--- config.mk ---
export PLATFORM = sky130hd
export DESIGN_NAME = adc_pmod
export DESIGN_NICKNAME = d
export VERILOG_FILES = /design/src/rtl/adc_pmod_pkg.sv /design/src/rtl/adc_pmod_shifter.sv /design/src/rtl/adc_pmod.sv
export SDC_FILE = /design/constraint.sdc
export NUM_CORES = 1
export LEC_CHECK = 0
export ABC_AREA = 1
export CORE_MARGIN = 8
export CORE_UTILIZATION = 57
export DETAILED_ROUTE_END_ITERATION = 10
export PLACE_DENSITY = 0.78
export SYNTH_ARGS = -nofsm -noshare
export SYNTH_HDL_FRONTEND = slang
export SYNTH_SLANG_ARGS = --single-unit
--- constraint.sdc ---
create_clock -name clk_selected -period 2.93 [get_ports clk_selected]
set_input_delay 0.586 -clock clk_selected [delete_from_list [all_inputs] [get_ports clk_selected]]
set_output_delay 0.586 -clock clk_selected [all_outputs]
set_load 0.02 [all_outputs]
--- src/rtl/adc_pmod_pkg.sv ---
`default_nettype none
// +------------------------------------------------------------------+
// | adc_pmod_pkg: shared types, byte order and sample conversion     |
// | Revision: 1.0                                                    |
// +------------------------------------------------------------------+
package adc_pmod_pkg;

  typedef enum logic [1:0] {
    ST_IDLE    = 2'd0,
    ST_CONVERT = 2'd1,
    ST_PUSH    = 2'd2
  } state_t;

  localparam int c_sample_bits  = 16;
  localparam int c_half_periods = 32;

  // Byte slot order on the FIFO port, same LR layout as the DAC path
  localparam logic [1:0] c_byte_l_lo = 2'd0;
  localparam logic [1:0] c_byte_l_hi = 2'd1;
  localparam logic [1:0] c_byte_r_lo = 2'd2;
  localparam logic [1:0] c_byte_r_hi = 2'd3;

  function automatic logic [15:0] offset_to_twos(input logic [11:0] code);
    return {~code[11], code[10:0], 4'b0000};
  endfunction

  function automatic logic [7:0] select_byte(input logic [1:0]  idx,
                                             input logic [15:0] left,
                                             input logic [15:0] right);
    logic [7:0] result;
    case (idx)
      c_byte_l_lo: result = left[7:0];
      c_byte_l_hi: result = left[15:8];
      c_byte_r_lo: result = right[7:0];
      default:     result = right[15:8];
    endcase
    return result;
  endfunction

endpackage
`default_nettype wire

--- src/rtl/adc_pmod_shifter.sv ---
`default_nettype none
// +------------------------------------------------------------------+
// | adc_pmod_shifter: dual 16-bit MSB-first capture shift register   |
// | Revision: 1.0                                                    |
// +------------------------------------------------------------------+
module adc_pmod_shifter
  import adc_pmod_pkg::*;
(
  input  logic                     clk_selected,
  input  logic                     reset,
  input  logic                     clear,
  input  logic                     capture,
  input  logic                     sdata0,
  input  logic                     sdata1,
  output logic [c_sample_bits-1:0] word0,
  output logic [c_sample_bits-1:0] word1
);

  always_ff @(posedge clk_selected or posedge reset) begin
    if (reset) begin
      word0 <= '0;
      word1 <= '0;
    end else if (clear) begin
      word0 <= '0;
      word1 <= '0;
    end else if (capture) begin
      word0 <= {word0[c_sample_bits-2:0], sdata0};
      word1 <= {word1[c_sample_bits-2:0], sdata1};
    end
  end

endmodule
`default_nettype wire

--- src/rtl/adc_pmod.sv ---
`default_nettype none
// +------------------------------------------------------------------+
// | adc_pmod: PMOD-AD1 dual-channel frame sampler feeding byte FIFO  |
// | Revision: 1.0                                                    |
// +------------------------------------------------------------------+
module adc_pmod
  import adc_pmod_pkg::*;
#(
  parameter int CLKDIV_LOG2  = 2,
  parameter int FRAME_CYCLES = 256,
  parameter int QUIET_CYCLES = 4
) (
  input  logic       clk_selected,
  input  logic       reset,
  input  logic       enable,
  output logic       adc_cs_n,
  output logic       adc_sclk,
  input  logic       adc_sdata0,
  input  logic       adc_sdata1,
  output logic [7:0] fifo_data,
  output logic       fifo_write,
  input  logic       fifo_full,
  output logic [7:0] overflow_count
);

  localparam int c_half    = 1 << CLKDIV_LOG2;
  localparam int c_div_w   = (CLKDIV_LOG2 > 0) ? CLKDIV_LOG2 : 1;
  localparam int c_frame_w = (FRAME_CYCLES > 2) ? $clog2(FRAME_CYCLES) : 1;
  localparam logic [c_div_w-1:0]   c_div_last   = c_div_w'(c_half - 1);
  localparam logic [c_frame_w-1:0] c_frame_last = c_frame_w'(FRAME_CYCLES - 1);

  generate
    if (FRAME_CYCLES < c_half_periods * c_half + 4 + QUIET_CYCLES) begin : g_frame_too_short
      $error("adc_pmod: FRAME_CYCLES too small for conversion, push and quiet time");
    end
  endgenerate

  state_t                    r_state;
  logic [c_frame_w-1:0]      r_frame_cnt;
  logic [c_div_w-1:0]        r_div;
  logic [4:0]                r_half;
  logic [1:0]                r_byte;
  logic [c_sample_bits-1:0]  w_word0;
  logic [c_sample_bits-1:0]  w_word1;
  logic [15:0]               w_left;
  logic [15:0]               w_right;
  logic                      w_start;
  logic                      w_capture;
  logic                      w_unused_lead;

  assign w_start   = (r_state == ST_IDLE) && (r_frame_cnt == '0) && enable;
  // The edge that ends a low half-period raises SCLK and samples the data line
  assign w_capture = (r_state == ST_CONVERT) && (r_div == c_div_last) && !adc_sclk;

  adc_pmod_shifter u_shifter (
    .clk_selected (clk_selected),
    .reset        (reset),
    .clear        (w_start),
    .capture      (w_capture),
    .sdata0       (adc_sdata0),
    .sdata1       (adc_sdata1),
    .word0        (w_word0),
    .word1        (w_word1)
  );

  assign w_left        = offset_to_twos(w_word0[11:0]);
  assign w_right       = offset_to_twos(w_word1[11:0]);
  assign w_unused_lead = ^{w_word0[15:12], w_word1[15:12]};

  always_ff @(posedge clk_selected or posedge reset) begin
    if (reset) begin
      r_frame_cnt <= '0;
    end else if (r_frame_cnt == c_frame_last) begin
      r_frame_cnt <= '0;
    end else begin
      r_frame_cnt <= r_frame_cnt + c_frame_w'(1);
    end
  end

  always_ff @(posedge clk_selected or posedge reset) begin
    if (reset) begin
      r_state        <= ST_IDLE;
      adc_cs_n       <= 1'b1;
      adc_sclk       <= 1'b1;
      fifo_write     <= 1'b0;
      fifo_data      <= 8'h00;
      overflow_count <= 8'h00;
      r_div          <= '0;
      r_half         <= 5'd0;
      r_byte         <= 2'd0;
    end else begin
      fifo_write <= 1'b0;
      case (r_state)
        ST_IDLE: begin
          if (w_start) begin
            r_state  <= ST_CONVERT;
            adc_cs_n <= 1'b0;
            adc_sclk <= 1'b0;
            r_div    <= '0;
            r_half   <= 5'd0;
          end
        end
        ST_CONVERT: begin
          if (r_div == c_div_last) begin
            r_div  <= '0;
            r_half <= r_half + 5'd1;
            // Last high half-period done: release the converter in one step
            if (r_half == 5'(c_half_periods - 1)) begin
              adc_cs_n <= 1'b1;
              adc_sclk <= 1'b1;
              r_byte   <= 2'd0;
              r_state  <= ST_PUSH;
            end else begin
              adc_sclk <= ~adc_sclk;
            end
          end else begin
            r_div <= r_div + c_div_w'(1);
          end
        end
        ST_PUSH: begin
          if ((r_byte == 2'd0) && fifo_full) begin
            if (overflow_count != 8'hFF) begin
              overflow_count <= overflow_count + 8'd1;
            end
            r_state <= ST_IDLE;
          end else begin
            fifo_write <= 1'b1;
            fifo_data  <= select_byte(r_byte, w_left, w_right);
            r_byte     <= r_byte + 2'd1;
            if (r_byte == 2'd3) begin
              r_state <= ST_IDLE;
            end
          end
        end
        default: r_state <= ST_IDLE;
      endcase
    end
  end

endmodule
`default_nettype wire

==> out/results.md <==
## STA
* 0 — Final Max Tran Viols
* 479.7 MHz — achievable clock frequency
* 845.3 ps — minimum setup slack in the final design
* 0 — final-report hold violation count
* 60.50% — slew margin rel.
* 486.0 ps — worst hold margin
* 2085 ps — shortest clock period the worst path allows after layout
* 0 — count of endpoints failing setup in the final report
* no — unrepaired setup endpoints after global routing
* 0 ps — sum of negative setup slack
* 7.885 ps — Layout Skew
* 591.8 ps — actual slew at the worst max-slew pin
* 71.15% — Final period util

## GRT
* 0 — number of antenna violations at the first check in global routing
* 12280 um — wire length of the first global-routing pass
* 0 — grt total ovfl
* 63 — maximum number of pins on one net before global-route repair
* 17.71% — GRT Resource Usage Total
* 2795 — number of global-route vias before repair

## Clocking
* 0 — hold-fix buffers at CTS
* done — CTS tree
* 340 ps — clock latency on the worst-skew pair
* 70 ps — clock slew at the register clock pins of the worst setup and hold paths
* 0 — setup repair bufs after CTS
* sky130_fd_sc_hd__clkbuf_8 — library cell used as clock root buffer
* 0 — CTS resizes
* 2 — CTS max path bufs
* 3 — CTS H-tree lvls
* 62 — clk sink count
* 9 — TritonCTS Buffers

## Critical path
* buffers and inverters — cell family contributing the most delay on the critical path
* 1030 ps — register-to-register setup slack
* reg -> out — category of the critical setup timing path
* 610 ps — delay of the slowest cell on the worst path
* register — category of the worst setup path launch point
* 1500 ps — Crit path arrival time
* 4 — top fanout value on the critical path
* output port — kind of end point of the critical path
* 2340 ps — Required @ worst endpoint
* 1 — total buffers and inverters traversed by the critical path
* clkdlybuf4s50_1 — critical path, cell by cell
* 8 — logic depth of the worst register-to-register path
* sky130_fd_sc_hd__clkdlybuf4s50_1 — CP max stage cell
* r_byte[0] — critical register-to-register path startpoint
* fifo_data[5] — worst reg2reg path endpoint

## Detailed routing
* 2720 — total via count in the routed design
* 4 — DRT Pass-1 Iters
* 6751 um — post-detailed-routing wire length
* 5.075 — via density per instance
* 118 — number of design-rule violations left by the first detailed-router iteration
* 0 — Detail Route Antenna Nets
* 12.60 um — average detailed-routed wire length per instance
* 0 — DR DRC count

## Power and ir drop
* 2.082 nW — static leakage
* 431.8 mW/mm^2 — Power Dens Cells
* 0.3072 mV — worst vdd rail ir drop

## Place
* 521 — Placed Instances
* 24 — port bufs
* 0.7747 — routability-driven placement congestion ratio
* 836.1 ps — Worst Setup Slack post-DPL
* 4607 um — Final HPWL DP

## Yosys
* sky130_fd_sc_hd__dfrtp_1 — Synth Flop Type
* 3.769% — share of the synthesized area in compound gates (AO/OA/AOI/OAI)
* 62 — number of flip-flops and latches in the synthesized netlist
* 0 — Synth Warn #
* 0% — multiplexer area fraction after synthesis
* 3.846% — Adder-Cell Fraction of Synth Area
* 100.0% — post-synthesis async set-or-reset flop share
* simple AND/OR/NAND/NOR gates — combinational family with the most area after synthesis
* 33.12% — post-synthesis share of cell area spent on and, or, nand and nor gates
* 0 — number of synthesized flops with an enable pin
* 435 — Post-Synthesis Cells
* 7.478 um^2 — post-synthesis average cell area
* 1.346% — synthesized-area fraction occupied by xor and xnor cells
* 451 — Net Count, Synth
* sky130_fd_sc_hd__dfrtp_1 — top cell type by total area after synthesis
* sky130_fd_sc_hd__dfrtp_1 (46%), sky130_fd_sc_hd__nand2_1 (17%), sky130_fd_sc_hd__nand3_1 (8.2%) — dominant cells by area after synthesis
* 46.15% — area fraction of the dominant cell type after synthesis
* 29 — Yosys cell types
* 47.77% — sequential area share after synthesis
* 0.003253 mm^2 — Post-Synthesis Cell Area

## Layout
* sky130_fd_sc_hd__nand2_1 — most common cell after layout, fill and taps aside
* 0 — antenna diode count
* 14.35% — P&R area growth vs syn
* 476 — NumNets Final
* 536 — final standard cell count with taps included and fillers excluded
* 6.034% — share of post-route cells with drive strength above 1
* sky130_fd_sc_hd__nand2_1 (149), sky130_fd_sc_hd__inv_1 (64), sky130_fd_sc_hd__dfrtp_1 (60), sky130_fd_sc_hd__nand3_1 (53), sky130_fd_sc_hd__nor2_1 (37) — most frequent cells in the layout

## Die
* 59.08% — initial core utilization
* 27 — number of core rows
* 91.55 um — Die H
* 0.008380 mm^2 — die area
* 91.55 um — horizontal die dimension
* 25 — Boundary Pins
* 0.005507 mm^2 — area of the core

## Outcome
* finished, final reports clean — status

## Min path
* adc_cs_n — worst hold endpoint
* 2 — number of cells on the worst hold path
* adc_cs_n — min-delay src
* reg -> reg — class of the tightest hold or removal check

## Job
* 0 — max-cap violation count

==> registers in the layout, summed over array words and instances, names as in the netlist <==
| register | cells |
|---|---|
| adc_cs_n | 1 |
| adc_sclk | 1 |
| fifo_data | 8 |
| fifo_write | 1 |
| overflow_count | 8 |
| r_byte | 2 |
| r_div | 2 |
| r_frame_cnt | 8 |
| r_half | 5 |
| r_state | 2 |
| u_shifter.word0 | 12 |
| u_shifter.word1 | 12 |
==> logic make-up after synthesis <==
kind of cell,after synthesis
AOI/OAI and AO/OA,24
xor gates and xnor gates,5
adders and majority gates,10
buffers and inverters,79
DFF,62
and+or+nand+nor,255
==> stage by stage <==
stage / total power [mW] / area (um^2) / utilization, %
after floorplan: 0.8853 / 3253 / -
after global placement: 0.9005 / 3532 / 64.14
after detailed placement: 0.9004 / 3532 / 64.14
after CTS: 1.623 / 3720 / 67.55
after global routing: 1.659 / 3720 / 67.55
final: 1.606 / 3720 / 67.55
==> worst max path at each step <==
stage | to | startpoint | cells past startpoint
after floorplan | fifo_data[0] | reset | 1
after global placement | r_half[2] | enable | 7
after detailed placement | fifo_data[5] | fifo_full | 7
after CTS | adc_sclk | adc_sclk | 1
after global routing | adc_sclk | adc_sclk | 1
final | adc_sclk | adc_sclk | 1
==> routing by layer <==
| layer | wire (um) | share of wire [%] | vias to the layer above | track usage [%] |
|---|---|---|---|---|
| met5 | 0 | 0 | - | 0 |
| met4 | 106 | 1.6 | 0 | 8.458 |
| met3 | 338 | 5.0 | 9 | 3.786 |
| met2 | 3241 | 48 | 45 | 29.95 |
| met1 | 3064 | 45 | 1278 | 20.89 |
| li1 | - | - | 1388 | - |
==> cell type report <==
class | instances | area [um^2]
Clock buffer | 10 | 137.6
Timing Repair Buffer | 26 | 267.8
Multi-Input combinational cell | 294 | 1369
Clock inverter | 5 | 50.05
Inverter | 67 | 251.5
Sequential cell | 62 | 1554
Fill cell | 475 | 1787
Tap cell | 72 | 90.09
==> where the power goes <==
| part | switching [mW] | total (mW) | internal [mW] |
|---|---|---|---|
| Combinational | 0.0181 | 0.0271 | 0.00898 |
| Clock | 0.318 | 0.723 | 0.405 |
| Sequential | 0 | 0.856 | 0.856 |
| Total | 0.336 | 1.61 | 1.27 |
==> synthesized netlist by cell type, drive strengths merged, types with 2 or more instances <==
cell type / instances
or2: 2
buf: 10
xor2: 3
o21ai: 13
nand4: 4
dfstp: 2
nand3: 54
inv: 67
clkbuf: 2
xnor2: 2
dfrtp: 60
a21oi: 10
nand2: 152
ha: 10
nor2: 39
nor3: 2
Note: power is estimated with default switching activity, not from simulation.
